`src/rtl/calendar_pkg.sv`:
```
// Shared types and constants for the calendar day-of-year sequencer.
// Days are held as two BCD digits; there is never a binary copy of the day.
package calendar_pkg;

    typedef enum logic [1:0] {
        RUN,
        SET,
        EXIT
    } state_t;

    typedef logic [3:0] bcd_t;

    typedef struct packed {
        bcd_t tens;
        bcd_t units;
    } day_t;

    localparam day_t DAY_FIRST = 8'h01;
    localparam day_t DAY_59    = 8'h59;

    // Only ever called on elaboration-time constants to build the wrap limits.
    function automatic day_t bcd_of(input int unsigned n);
        day_t r;
        r.tens  = 4'(n / 10);
        r.units = 4'(n % 10);
        return r;
    endfunction

endpackage

```
`src/rtl/bcd_day_counter.sv`:
```
// Two-digit BCD day counter with load, increment and decrement.
// Both directions wrap against a limit that may change from cycle to cycle.
module bcd_day_counter
    import calendar_pkg::*;
(
    input  logic clock,
    input  logic reset,
    input  logic load,
    input  day_t load_val,
    input  logic inc,
    input  logic dec,
    input  day_t last,
    output day_t day,
    output logic wrapped
);

    day_t day_q;
    day_t day_d;

    always_comb begin
        day_d   = day_q;
        wrapped = 1'b0;
        if (load) begin
            day_d = load_val;
        end else if (inc) begin
            // BCD ordering matches numeric ordering, so a plain compare is safe.
            if (day_q >= last) begin
                day_d   = DAY_FIRST;
                wrapped = 1'b1;
            end else if (day_q.units == 4'd9) begin
                day_d.tens  = day_q.tens + 4'd1;
                day_d.units = 4'd0;
            end else begin
                day_d.units = day_q.units + 4'd1;
            end
        end else if (dec) begin
            if (day_q <= DAY_FIRST) begin
                day_d   = last;
                wrapped = 1'b1;
            end else if (day_q.units == 4'd0) begin
                day_d.tens  = day_q.tens - 4'd1;
                day_d.units = 4'd9;
            end else begin
                day_d.units = day_q.units - 4'd1;
            end
        end
    end

    always_ff @(posedge clock or posedge reset) begin
        if (reset) begin
            day_q <= DAY_FIRST;
        end else begin
            day_q <= day_d;
        end
    end

    assign day = day_q;

endmodule

```
`src/rtl/calendar_ctrl.sv`:
```
// Day-of-year sequencer: advances on day ticks, wraps at year end, and offers
// a button-driven set mode with auto-repeat and a delayed change strobe.
module calendar_ctrl
    import calendar_pkg::*;
#(
    parameter int LAST_DAY   = 59,
    parameter int REPEAT_CYC = 8,
    parameter int CNT_W      = 4
) (
    input  logic       clock,
    input  logic       reset,
    input  logic       day_tick,
    input  logic       SW9,
    input  logic       set_en,
    input  logic       set_up,
    input  logic       set_dn,
    output logic [3:0] c10,
    output logic [3:0] c1,
    output logic       cal_step,
    output logic       year_wrap,
    output logic       setting
);

    localparam day_t LAST_NORMAL = bcd_of(LAST_DAY);
    localparam day_t LAST_LEAP   = bcd_of(LAST_DAY + 1);
    localparam logic [CNT_W-1:0] CNT_TOP = CNT_W'(REPEAT_CYC - 1);

    state_t           state_q, state_d;
    logic [CNT_W-1:0] cnt_q, cnt_d;
    logic             set_up_q, set_dn_q;
    logic             pend_q, pend_d;
    logic             cal_step_q, cal_step_d;
    logic             year_wrap_q, year_wrap_d;

    day_t last;
    day_t day;
    logic inc, dec, load, wrapped;
    logic up_edge, dn_edge;

    assign last    = SW9 ? LAST_LEAP : LAST_NORMAL;
    assign up_edge = set_up & ~set_up_q;
    assign dn_edge = set_dn & ~set_dn_q;

    bcd_day_counter u_day (
        .clock    (clock),
        .reset    (reset),
        .load     (load),
        .load_val (last),
        .inc      (inc),
        .dec      (dec),
        .last     (last),
        .day      (day),
        .wrapped  (wrapped)
    );

    always_comb begin
        state_d     = state_q;
        cnt_d       = '0;
        inc         = 1'b0;
        dec         = 1'b0;
        load        = 1'b0;
        year_wrap_d = 1'b0;
        case (state_q)
            RUN: begin
                // A tick arriving with set_en is still applied before entering SET.
                inc         = day_tick;
                year_wrap_d = day_tick & wrapped;
                if (set_en) state_d = SET;
            end
            SET: begin
                if (set_up && set_dn) begin
                    cnt_d = '0;
                end else if (up_edge || dn_edge) begin
                    inc = set_up;
                    dec = set_dn;
                end else if (set_up || set_dn) begin
                    if (cnt_q == CNT_TOP) begin
                        inc = set_up;
                        dec = set_dn;
                    end else begin
                        cnt_d = cnt_q + 1'b1;
                    end
                end
                if (!set_en) state_d = EXIT;
            end
            EXIT: begin
                // The leap switch may have dropped while the day sat on the leap day.
                load    = (day > last);
                state_d = RUN;
            end
            default: state_d = RUN;
        endcase
        pend_d     = inc | dec | load;
        cal_step_d = pend_q;
    end

    always_ff @(posedge clock or posedge reset) begin
        if (reset) begin
            state_q     <= RUN;
            cnt_q       <= '0;
            set_up_q    <= 1'b0;
            set_dn_q    <= 1'b0;
            pend_q      <= 1'b0;
            cal_step_q  <= 1'b0;
            year_wrap_q <= 1'b0;
        end else begin
            state_q     <= state_d;
            cnt_q       <= cnt_d;
            set_up_q    <= set_up;
            set_dn_q    <= set_dn;
            pend_q      <= pend_d;
            cal_step_q  <= cal_step_d;
            year_wrap_q <= year_wrap_d;
        end
    end

    assign c10       = day.tens;
    assign c1        = day.units;
    assign cal_step  = cal_step_q;
    assign year_wrap = year_wrap_q;
    assign setting   = (state_q == SET);

endmodule
```
`config.mk`:
```
export PLATFORM = sky130hd
export DESIGN_NAME = calendar_ctrl
export DESIGN_NICKNAME = d
export VERILOG_FILES = /design/src/rtl/calendar_pkg.sv /design/src/rtl/bcd_day_counter.sv /design/src/rtl/calendar_ctrl.sv
export SDC_FILE = /design/constraint.sdc
export NUM_CORES = 1
export LEC_CHECK = 0
export CAP_MARGIN = 20
export CORE_MARGIN = 3
export CORE_UTILIZATION = 35
export DETAILED_ROUTE_END_ITERATION = 6
export GPL_TIMING_DRIVEN = 0
export SLEW_MARGIN = 20
export SYNTH_ARGS = -nofsm -noshare
export SYNTH_HDL_FRONTEND = slang
export SYNTH_SLANG_ARGS = --single-unit
```
`constraint.sdc`:
```
create_clock -name clock -period 2.3 [get_ports clock]
set_input_delay 0.23 -clock clock [delete_from_list [all_inputs] [get_ports clock]]
set_output_delay 0.23 -clock clock [all_outputs]
set_load 0.02 [all_outputs]
```
==> qor.yml <==
finish:
  final_nets: 192
  diodes: 0
  drive_gt1_share_pct: 20.8
  stdcell_area_sq_um: 1750
  multi_input_area_sq_um: 880
  seq_area_sq_um: 480
  syn_to_final_growth_pct: 26.8
  fin_util_pct: 47.0
  fillers: 363
placed_design:
  portBuffers: 17
  placed_cell_area_sq_um: 1610
  gp_congestion: 0.853
  dpl.hpwl_mm: 2.32
  post-place-ws_ps: -624
power_and_ir_drop:
  power_per_cell_area_nw_per_um2: 1130
  p_leak_nw: 0.742
  fin_total_pwr_w: 0.00197
  ir_drop_mv: 0.517
routing:
  vias: 1244
  drc: 0
  drt-total-wl_mm: 3.15
  drt_iter0_drc: 141
  dr.pass1.iters: 5
  wl_per_cell_um: 14.3
  vias_per_cell: 5.63
  postRouteAntennaNets: 0
logic_synthesis:
  ys.flop_type: "dfrtp_1"
  synthTopCellsByArea: "dfrtp_1 33%, ha_1 10%, nor2_1 4.4%, inv_1 3.3%, a21oi_1 2.5%"
  synth_warnings: 0
  synth_seq_cells: 19
  syn_nets: 165
  ys_seq_area_share_pct: 34.6
  synth_cell_types: 53
  synth_edf_count: 0
  postSynthCellCount: 147
  synth_top_area_cell: "dfrtp_1"
  async_reset_ff_share_pct: 100
  avgSynthCellArea_sq_um: 9.38
  netlist_area_sq_um: 1380
  yosysTopAreaCellShare_pct: 32.7
min_path:
  hp-class: "reg -> reg"
global_route:
  grt_antenna_before_repair: 0
  grt_pass1_vias: 1126
  gr-total-overflow: 0
  grt_pass1_wl_mm: 5.20
  grt_max_degree: 20
  track_usage_pct: 14.3
die:
  fp-row-count: 22
  initial_utilization_pct: 37.1
  die_h_um: 68.8
  pin_count: 18
  die_w_um: 68.8
  core-area_sq_um: 3720
  die_area_sq_um: 4730
timing:
  period_needed_ps: 2290
  tightest_slew_ps: 693
  setup_violations: 0
  rsz0062_at_grt: "true"
  clock_skew_ps: 7.07
  final_max_slew_viol_count: 0
  fin_ws_ps: 8.55
  setup-tns-final_ps: 0
  fmax_mhz: 436
  hold_viol: 0
  period_share_pct: 99.6
  slew_headroom_pct: 53.8
setup_path:
  cp.required_ps: 2440
  crit_path_top_delay_cell: "dfrtp_2"
  crit_path_max_incr_delay_ps: 470
  crit_chain: "ha_4 > and4b_2 > o211ai_1 > a221o_2 > buf_4 > and3_1 > a32oi_1 > o2bb2ai_1"
  regToRegSetupSlack_ps: 9
  cp_max_fo: 7
  critPathArrivalTime_ps: 2430
  endpoint_kind: "register"
  setup.worst_path.class: "reg -> reg"
  start_kind: "register"
clocking:
  clock_latency_ps: 250
  cts_tree: "yes"
  clkSinkCount: 19
  clk_pin_slew_ps: 70
  cts_htree_levels: 1
  clk_path_buf_depth: 2
  clockRootBuffer: "clkbuf_8"
  cts_made_buffers: 3
status:
  status: "complete, no violations"
flow_run:
  cap_violations: 0
[sequential cells by signal, summed over array words and instances (netlist names)]
| signal | count |
|---|---|
| state_q | 2 |
| cal_step | 1 |
| cal_step_d | 1 |
| set_dn_q | 1 |
| cnt_q | 4 |
| set_up_q | 1 |
| u_day.day | 8 |
| year_wrap | 1 |
[final cells by class]
| class | count | share of cell area (%) |
|---|---|---|
| Buffer | 4 | 1.65 |
| Clock buffer | 4 | 2.58 |
| Tap cell | 48 | 3.44 |
| Multi-Input combinational cell | 112 | 50.3 |
| Inverter | 12 | 2.58 |
| Timing Repair Buffer | 22 | 12.0 |
| Sequential cell | 19 | 27.5 |
[final timing paths]
| kind | to | cells past startpoint | from |
|---|---|---|---|
| hold reg to reg | cal_step$_DFF_PP0_ | 0 | cal_step_d$_DFF_PP0_ |
| setup / recovery | u_day.day[7]$_DFFE_PP0P_ | 8 | u_day.day[5]$_DFFE_PP0P_ |
| min in group asynchronous | cnt_q[2]$_DFF_PP0_ | 2 | reset |
| setup reg to reg | u_day.day[7]$_DFFE_PP0P_ | 8 | u_day.day[5]$_DFFE_PP0P_ |
| max in group asynchronous | u_day.day[1]$_DFFE_PP0P_ | 2 | reset |
| hold / removal | cal_step$_DFF_PP0_ | 0 | cal_step_d$_DFF_PP0_ |
[cells in the final DEF (no fill, tap or decap), types with 4 or more instances in the layout]
| cell type | instances |
|---|---|
| buf_4 | 6 |
| a21oi_1 | 7 |
| nand2b_1 | 4 |
| dfrtp_1 | 15 |
| nor3_1 | 4 |
| clkdlybuf4s50_1 | 16 |
| nor2_1 | 15 |
| inv_1 | 11 |
| o21ai_0 | 4 |
| nand2_1 | 8 |
| ha_1 | 10 |
[layer usage]
layer	vias up	GRT usage [%]	part of all wire [%]
met5	-	0	0
li1	601	-	-
met4	0	2.68	0.22
met2	23	22.8	49
met1	618	19.5	46
met3	2	4.05	5.0
[cell usage after synthesis, types with 4 or more instances]
cell	instances
nor2_1	16
inv_1	12
nor3_1	4
nand2_1	8
ha_1	11
nand2b_1	4
a21oi_1	7
o21ai_0	5
dfrtp_1	18
[where the power goes]
group,internal [W],switching (W),total [W]
Clock,0.000123,0.000104,0.000227
Combinational,0.000574,0.000640,0.00121
Sequential,0.000423,0.000103,0.000526
Total,0.00112,0.000847,0.00197
[critical path, delay by kind of cell (launching register included)]
family / cells / cell delay [ps]
compound gates: 4 / 860
flops: 1 / 470
simple gates: 2 / 410
fa+ha+maj: 1 / 280
buf+inv: 1 / 170
[metrics by stage]
| stage | hold slack (ps) | std cells |
|---|---|---|
| 3_5_place_dp | 338 | 212 |
| 2_1_floorplan | 180 | 147 |
| 6_report | 360 | 221 |
| 4_1_cts | 363 | 217 |
| 5_1_grt | 366 | 221 |
| 3_3_place_gp | 347 | 212 |
[kinds of logic after synthesis]
family	after synthesis	share of synthesized area, %
AOI/OAI and AO/OA	42	25.0
xor gates and xnor gates	4	2.54
adders and majority gates	11	9.98
buffers and inverters	16	5.26
DFF	19	34.6
and+or+nand+nor	55	22.6
[repair_timing]
item | in CTS | in global routing
hold buffers | 0 | 0
pin swaps | 1 | 9
setup buffers | 1 | 4
resized for setup | 6 | 13
endpoints found under the setup margin | 8 | 5
(Power assumes the default switching activity.)
